==> src/rtl/regfile_writeback_pkg.sv <==
// Shared load encodings and helpers for the MEM/WB register-file write-back path.
package regfile_writeback_pkg;

  localparam int unsigned REG_AW   = 5;
  localparam int unsigned NUM_REGS = 32;

  typedef enum logic [2:0] {
    LB  = 3'b000,
    LH  = 3'b001,
    LW  = 3'b010,
    LBU = 3'b100,
    LHU = 3'b101
  } load_funct3_e;

  // A load is rejected if its funct3 is unknown or its offset breaks natural alignment.
  function automatic logic load_illegal(input logic [2:0] funct3, input logic [1:0] addr_lo);
    logic bad;
    bad = 1'b1;
    case (funct3)
      LB, LBU: bad = 1'b0;
      LH, LHU: bad = addr_lo[0];
      LW:      bad = (addr_lo != 2'd0);
      default: bad = 1'b1;
    endcase
    return bad;
  endfunction

endpackage

==> src/rtl/regfile_writeback_load_fifo.sv <==
// Load buffer for the write-back port: FIFO of {live, rd, data} with WAW kill
// and a pending-destination mask for the hazard unit.
module wb_load_fifo
  import regfile_writeback_pkg::*;
#(
  parameter int unsigned N     = 32,
  parameter int unsigned DEPTH = 2,
  localparam int unsigned PW   = $clog2(DEPTH),
  localparam int unsigned CW   = PW + 1
) (
  input  logic                clk,
  input  logic                rst_n,
  input  logic                enq,
  input  logic [REG_AW-1:0]   enq_rd,
  input  logic [N-1:0]        enq_data,
  input  logic                deq,
  input  logic                kill_valid,
  input  logic [REG_AW-1:0]   kill_rd,
  output logic [CW-1:0]       count,
  output logic                head_live,
  output logic [REG_AW-1:0]   head_rd,
  output logic [N-1:0]        head_data,
  output logic [NUM_REGS-1:0] pending_mask
);

  logic [DEPTH-1:0]  live_q;
  logic [REG_AW-1:0] rd_q   [DEPTH];
  logic [N-1:0]      data_q [DEPTH];
  logic [PW-1:0]     head_q;
  logic [PW-1:0]     tail_q;
  logic [CW-1:0]     count_q;
  logic              enq_live;

  // A load arriving alongside a same-rd ALU write is already stale.
  assign enq_live  = !(kill_valid && (enq_rd == kill_rd));
  assign count     = count_q;
  assign head_live = live_q[head_q];
  assign head_rd   = rd_q[head_q];
  assign head_data = data_q[head_q];

  always_ff @(posedge clk or negedge rst_n) begin
    if (!rst_n) begin
      live_q  <= '0;
      head_q  <= '0;
      tail_q  <= '0;
      count_q <= '0;
      for (int unsigned i = 0; i < DEPTH; i++) begin
        rd_q[i]   <= '0;
        data_q[i] <= '0;
      end
    end else begin
      for (int unsigned i = 0; i < DEPTH; i++) begin
        if (kill_valid && (rd_q[i] == kill_rd)) begin
          live_q[i] <= 1'b0;
        end
      end
      if (deq) begin
        live_q[head_q] <= 1'b0;
        head_q         <= head_q + 1'b1;
      end
      if (enq) begin
        live_q[tail_q] <= enq_live;
        rd_q[tail_q]   <= enq_rd;
        data_q[tail_q] <= enq_data;
        tail_q         <= tail_q + 1'b1;
      end
      case ({enq, deq})
        2'b10:   count_q <= count_q + 1'b1;
        2'b01:   count_q <= count_q - 1'b1;
        default: count_q <= count_q;
      endcase
    end
  end

  // Live bits are cleared on dequeue, so live implies occupied.
  always_comb begin
    pending_mask = '0;
    for (int unsigned i = 0; i < DEPTH; i++) begin
      if (live_q[i] && (rd_q[i] != '0)) begin
        pending_mask[rd_q[i]] = 1'b1;
      end
    end
  end

endmodule

==> src/rtl/regfile_writeback.sv <==
// Register-file write port owner: merges ALU results with extracted/extended
// load data from a small buffer, ALU has priority.
module regfile_writeback
  import regfile_writeback_pkg::*;
#(
  parameter int unsigned N     = 32,
  parameter int unsigned DEPTH = 2
) (
  input  logic                clk,
  input  logic                rst_n,
  input  logic                alu_valid,
  input  logic [REG_AW-1:0]   alu_rd,
  input  logic [N-1:0]        alu_data,
  input  logic                ld_valid,
  output logic                ld_ready,
  input  logic [REG_AW-1:0]   ld_rd,
  input  logic [2:0]          ld_funct3,
  input  logic [1:0]          ld_addr_lo,
  input  logic [N-1:0]        ld_word,
  output logic                RegWrite,
  output logic [REG_AW-1:0]   write_reg,
  output logic [N-1:0]        write_data,
  output logic [NUM_REGS-1:0] pending_mask,
  output logic                ld_error
);

  localparam int unsigned CW = $clog2(DEPTH) + 1;

  logic [CW-1:0]     count;
  logic              head_live;
  logic [REG_AW-1:0] head_rd;
  logic [N-1:0]      head_data;
  logic [N-1:0]      ld_shifted;
  logic [N-1:0]      ld_ext;
  logic              ld_bad;
  logic              ld_fire;
  logic              alu_win;
  logic              deq;

  // Gated by rst_n so the load source sees backpressure throughout reset.
  assign ld_ready = rst_n && (count < CW'(DEPTH));
  assign ld_fire  = ld_valid && ld_ready;
  assign ld_bad   = load_illegal(ld_funct3, ld_addr_lo);
  assign alu_win  = alu_valid && (alu_rd != '0);
  assign deq      = !alu_win && (count != '0);

  always_comb begin
    ld_shifted = ld_word >> {ld_addr_lo, 3'b000};
    ld_ext     = ld_shifted;
    case (ld_funct3)
      LB:      ld_ext = {{(N-8){ld_shifted[7]}}, ld_shifted[7:0]};
      LBU:     ld_ext = {{(N-8){1'b0}}, ld_shifted[7:0]};
      LH:      ld_ext = {{(N-16){ld_shifted[15]}}, ld_shifted[15:0]};
      LHU:     ld_ext = {{(N-16){1'b0}}, ld_shifted[15:0]};
      default: ld_ext = ld_shifted;
    endcase
  end

  wb_load_fifo #(
    .N     (N),
    .DEPTH (DEPTH)
  ) u_fifo (
    .clk          (clk),
    .rst_n        (rst_n),
    .enq          (ld_fire && !ld_bad),
    .enq_rd       (ld_rd),
    .enq_data     (ld_ext),
    .deq          (deq),
    .kill_valid   (alu_win),
    .kill_rd      (alu_rd),
    .count        (count),
    .head_live    (head_live),
    .head_rd      (head_rd),
    .head_data    (head_data),
    .pending_mask (pending_mask)
  );

  // Dead or rd=0 heads still drain, just without raising RegWrite.
  always_ff @(posedge clk or negedge rst_n) begin
    if (!rst_n) begin
      RegWrite   <= 1'b0;
      write_reg  <= '0;
      write_data <= '0;
      ld_error   <= 1'b0;
    end else begin
      ld_error <= ld_fire && ld_bad;
      if (alu_win) begin
        RegWrite   <= 1'b1;
        write_reg  <= alu_rd;
        write_data <= alu_data;
      end else if (deq && head_live && (head_rd != '0)) begin
        RegWrite   <= 1'b1;
        write_reg  <= head_rd;
        write_data <= head_data;
      end else begin
        RegWrite   <= 1'b0;
      end
    end
  end

endmodule

==> config.mk <==
export PLATFORM = sky130hd
export DESIGN_NAME = regfile_writeback
export DESIGN_NICKNAME = d
export VERILOG_FILES = /design/src/rtl/regfile_writeback_pkg.sv /design/src/rtl/regfile_writeback_load_fifo.sv /design/src/rtl/regfile_writeback.sv
export SDC_FILE = /design/constraint.sdc
export NUM_CORES = 1
export LEC_CHECK = 0
export ABC_AREA = 1
export BUFFER_PORTS_ARGS = -buffer_cell sky130_fd_sc_hd__buf_4
export CAP_MARGIN = 20
export CELL_PAD_IN_SITES_DETAIL_PLACEMENT = 0
export CELL_PAD_IN_SITES_GLOBAL_PLACEMENT = 1
export CORE_UTILIZATION = 35
export CTS_CLUSTER_SIZE = 20
export DETAILED_ROUTE_END_ITERATION = 7
export PLACE_DENSITY_LB_ADDON = 0.3
export SLEW_MARGIN = 15
export SYNTH_ARGS = -nofsm -noshare
export SYNTH_HDL_FRONTEND = slang
export SYNTH_SLANG_ARGS = --single-unit
==> constraint.sdc <==
create_clock -name clk -period 1.5 [get_ports clk]
set_input_delay 0.3 -clock clk [delete_from_list [all_inputs] [get_ports clk]]
set_output_delay 0.3 -clock clk [all_outputs]
set_load 0.01 [all_outputs]
==> impl_metrics.csv <==
group,metric,value,unit
critical_path,arrival,1.68,ns
cts,htreeDepth,4,
timing,slew_violations,0,
routing,dr.pass1.iters,5,
logic_synthesis,synth_area,7180,sq um
critical_path,cpMaxStageDelayCell,"dfrtp_1",
cells_and_area,final_layout_size_suffix_gt1_share,41.3,%
floorplanning,core_area,20200,sq um
logic_synthesis,async_reset_ff_share,100,%
floorplanning,io_pins,155,
routing,met1Wirelength,11500,um
cts,ctsHoldBuffers,0,
critical_path,worstRegToRegCells,12,
cells_and_area,num_antenna_cells,0,
logic_synthesis,synth-edff-count,0,
pwr,p_int,11.9,mW
cells_and_area,layout_commonest_cell,"nand2_1",
pwr,power_frac_comb,51.1,%
cts,cts_buffers,17,
flow_run,drv_cap,0,
timing,tightest_slew,0.802,ns
cts,clock_sinks,119,
cells_and_area,final_cell_mix,"478 x nand2_1, 256 x buf_4, 117 x dfrtp_1",
logic_synthesis,synth_fa_ha_area_share,0.174,%
critical_path,cp-startpoint,"u_fifo.rd_q[6]",
pwr,powerDensity,1700,nW/um^2
logic_synthesis,synth_top_family_by_area,"simple AND/OR/NAND/NOR gates",
placed_design,portBuffers,153,
routing,wl_met3,1350,um
global_routing,grt_first_pass_wirelength,40000,um
global_routing,grt_pass1_vias,7621,
critical_path,path_cells,"inv_2 > nand2_1 > o21ai_2 > inv_2 > nand2_2 > inv_2 > nand2_1 > o21ai_1 > buf_4",
timing,fin_crit_sh,132,%
critical_path,r2r_start,"u_fifo.rd_q[9]",
pwr,netSwitchingPower,7.67,mW
cells_and_area,final_area,11500,sq um
timing,finalSetupViolations,70,
placed_design,place.gp.congestion,0.874,
logic_synthesis,ys.flop_type,"dfrtp_1",
routing,wl_per_cell,15.9,um
routing,via_per_inst,4.88,
floorplanning,die_x,145,um
cells_and_area,regMostFlops,"u_fifo.data_q",
critical_path,crit_path_start_kind,"register",
cts,cts_tree,"built",
global_routing,grt_overflow_total,0,
global_routing,antenna_found_initial,0,
routing,wl,25800,um
critical_path,cp-end-kind,"primary output",
cts,cts.path.max_buffers,2,
routing,drt_iter0_markers,493,
logic_synthesis,syn-num-nets,1158,
logic_synthesis,synth_cell_type_count,41,
critical_path,max_stage_delay,0.40,ns
critical_path,worstPathMaxFanout,6,
timing,min_period,1.98,ns
logic_synthesis,synth_area_per_cell,6.69,sq um
pwr,power.share.switching,39.1,%
critical_path,crit_top_cell,"inv_2",
pwr,leakage,6.11,nW
timing,timing.fmax,505,MHz
global_routing,grt.total_usage,23.9,%
floorplanning,row_count,52,
run_status,outcome,"finished with violations",
critical_path,crit_required,1.20,ns
routing,top_layer,"met4",
cts,clkTransAtPathRegs,0.06,ns
logic_synthesis,synth_compound_area_share,7.79,%
floorplanning,initial_core_util,35.6,%
timing,skew,0.0101,ns
cells_and_area,areaGrowthSynthToFinish,60.3,%
global_routing,grt_max_degree,83,
floorplanning,fp.dieArea,21100,sq um
logic_synthesis,synth_simple_gate_area_share,41.0,%
logic_synthesis,synthXorXnorAreaFrac,1.34,%
routing,dr_total_vias,7932,
timing,fin_ws,-0.480,ns
run_status,violations,"negative setup slack",
cts,insertion_delay,0.42,ns
pwr,clockPowerShare,21.4,%
placed_design,dpl_cell_area,9260,sq um
worst_hold_path,hold_class,"in2async",
pwr,power.share.sequential,27.5,%
routing,drt.antenna.violating_nets,0,
pwr,max-vdd-ir-drop,759,uV
cells_and_area,final_nets,1428,
logic_synthesis,synthMuxAreaShare,0,%
logic_synthesis,yosysWarningCount,0,
routing,wl_met2,12700,um
timing,relSlewSlack,46.4,%
logic_synthesis,ys_ff_latch,119,
pwr,finalPower,19.6,mW
logic_synthesis,postSynthCellCount,1074,
critical_path,critPathKind,"reg2out",
routing,route.detailed.drc,0,
timing,hold_viol,0,
timing,rsz0062_at_grt,"yes",
placed_design,post-dp-hpwl,16800,um
floorplanning,die_h,145,um
cts,ctsRootBufferMaster,"clkbuf_16",
cells_and_area,largest_reg_flops,64,
logic_synthesis,seq_area_frac_synth,41.5,%
cells_and_area,top_regs,"u_fifo.data_q: 64 flops, write_data: 32 flops, u_fifo.rd_q: 10 flops",
timing,holdWs,0.0346,ns
[repair_timing]
| action | CTS | global route |
|---|---|---|
| gates resized for setup | 158 | 154 |
| pin swaps | 39 | 54 |
| gates cloned | 7 | 5 |
| endpoints found under the setup margin | 111 | 147 |
| setup buffers | 27 | 19 |
[through the flow]
step           setup WS [ns]  TNS, ns  std cells  utilization (%)
3_5_place_dp          -0.143    -9.24       1543             45.9
2_1_floorplan        -0.0375   -0.188       1074                -
3_3_place_gp          -0.487   -19.72       1543             45.9
4_1_cts               -0.440   -26.79       1606             53.5
6_report              -0.480   -21.23       1626             57.1
5_1_grt               -0.567   -27.66       1626             57.1
[power by group through the flow]
stage               logic (mW)  clock network (mW)  registers [mW]
floorplan                 3.57                   0            5.34
global placement          6.92                   0            5.22
detailed placement        6.99                   0            5.24
CTS                       8.88                4.24            5.28
global route              10.9                4.38            5.53
finish                    10.0                4.19            5.39
[final cells by class]
| type | instances | area [sq um] |
|---|---|---|
| Clock buffer | 20 | 457 |
| Sequential cell | 119 | 2980 |
| Timing Repair Buffer | 310 | 2840 |
| Tap cell | 270 | 338 |
| Inverter | 56 | 223 |
| Multi-Input combinational cell | 840 | 4520 |
| Fill cell | 1906 | 8650 |
| Clock inverter | 11 | 150 |
[synth_stat cells (2+ instances only)]
library cell	count	area share, %
buf_4	13	1.4
nor3_1	17	1.2
buf_6	10	1.6
inv_4	2	0.17
xor2_1	6	0.73
buf_2	25	1.7
inv_1	49	2.6
clkbuf_1	10	0.52
nor2_1	22	1.1
nand2_2	6	0.52
a22oi_1	7	0.73
o211ai_1	7	0.73
nand2_1	577	30
dfrtp_1	119	41
nand3_1	88	6.1
inv_2	4	0.21
o21ai_0	58	4.0
or2_0	5	0.44
or2_1	2	0.17
xnor2_1	5	0.61
a21oi_1	8	0.56
o21ai_1	15	1.0
[logic make-up (layout without fill, tap and decap cells)]
logic type	Yosys count	count (layout)
buf+inv	115	397
other cells	1	1
compound gates	101	101
flops	119	119
xor+xnor	11	11
fa+ha+maj	1	1
simple gates	726	726
[routing by layer]
layer / track usage (%) / vias to the layer above
met5: 0 / -
met3: 4.12 / 25
li1: - / 3933
met2: 39.2 / 227
met1: 32.0 / 3747
met4: 7.53 / 0
[critical path: cells and delay by family (launching register included)]
kind	cells	cell delay (ns)
flops	1	0.40
buf+inv	4	0.38
simple gates	3	0.23
compound gates	2	0.23
[final timing paths]
check	end	slack [ns]
worst max-delay path	pending_mask[12]	-0.48
worst min-delay path	write_reg[4]	0.03
worst max register to register	write_reg[4]	-0.23
worst min register to register	u_fifo.data_q[8]	0.48
max in group asynchronous	u_fifo.data_q[8]	0.66
min in group clk	u_fifo.rd_q[0]	0.13
No activity file was read; power rests on OpenSTA's default activity.
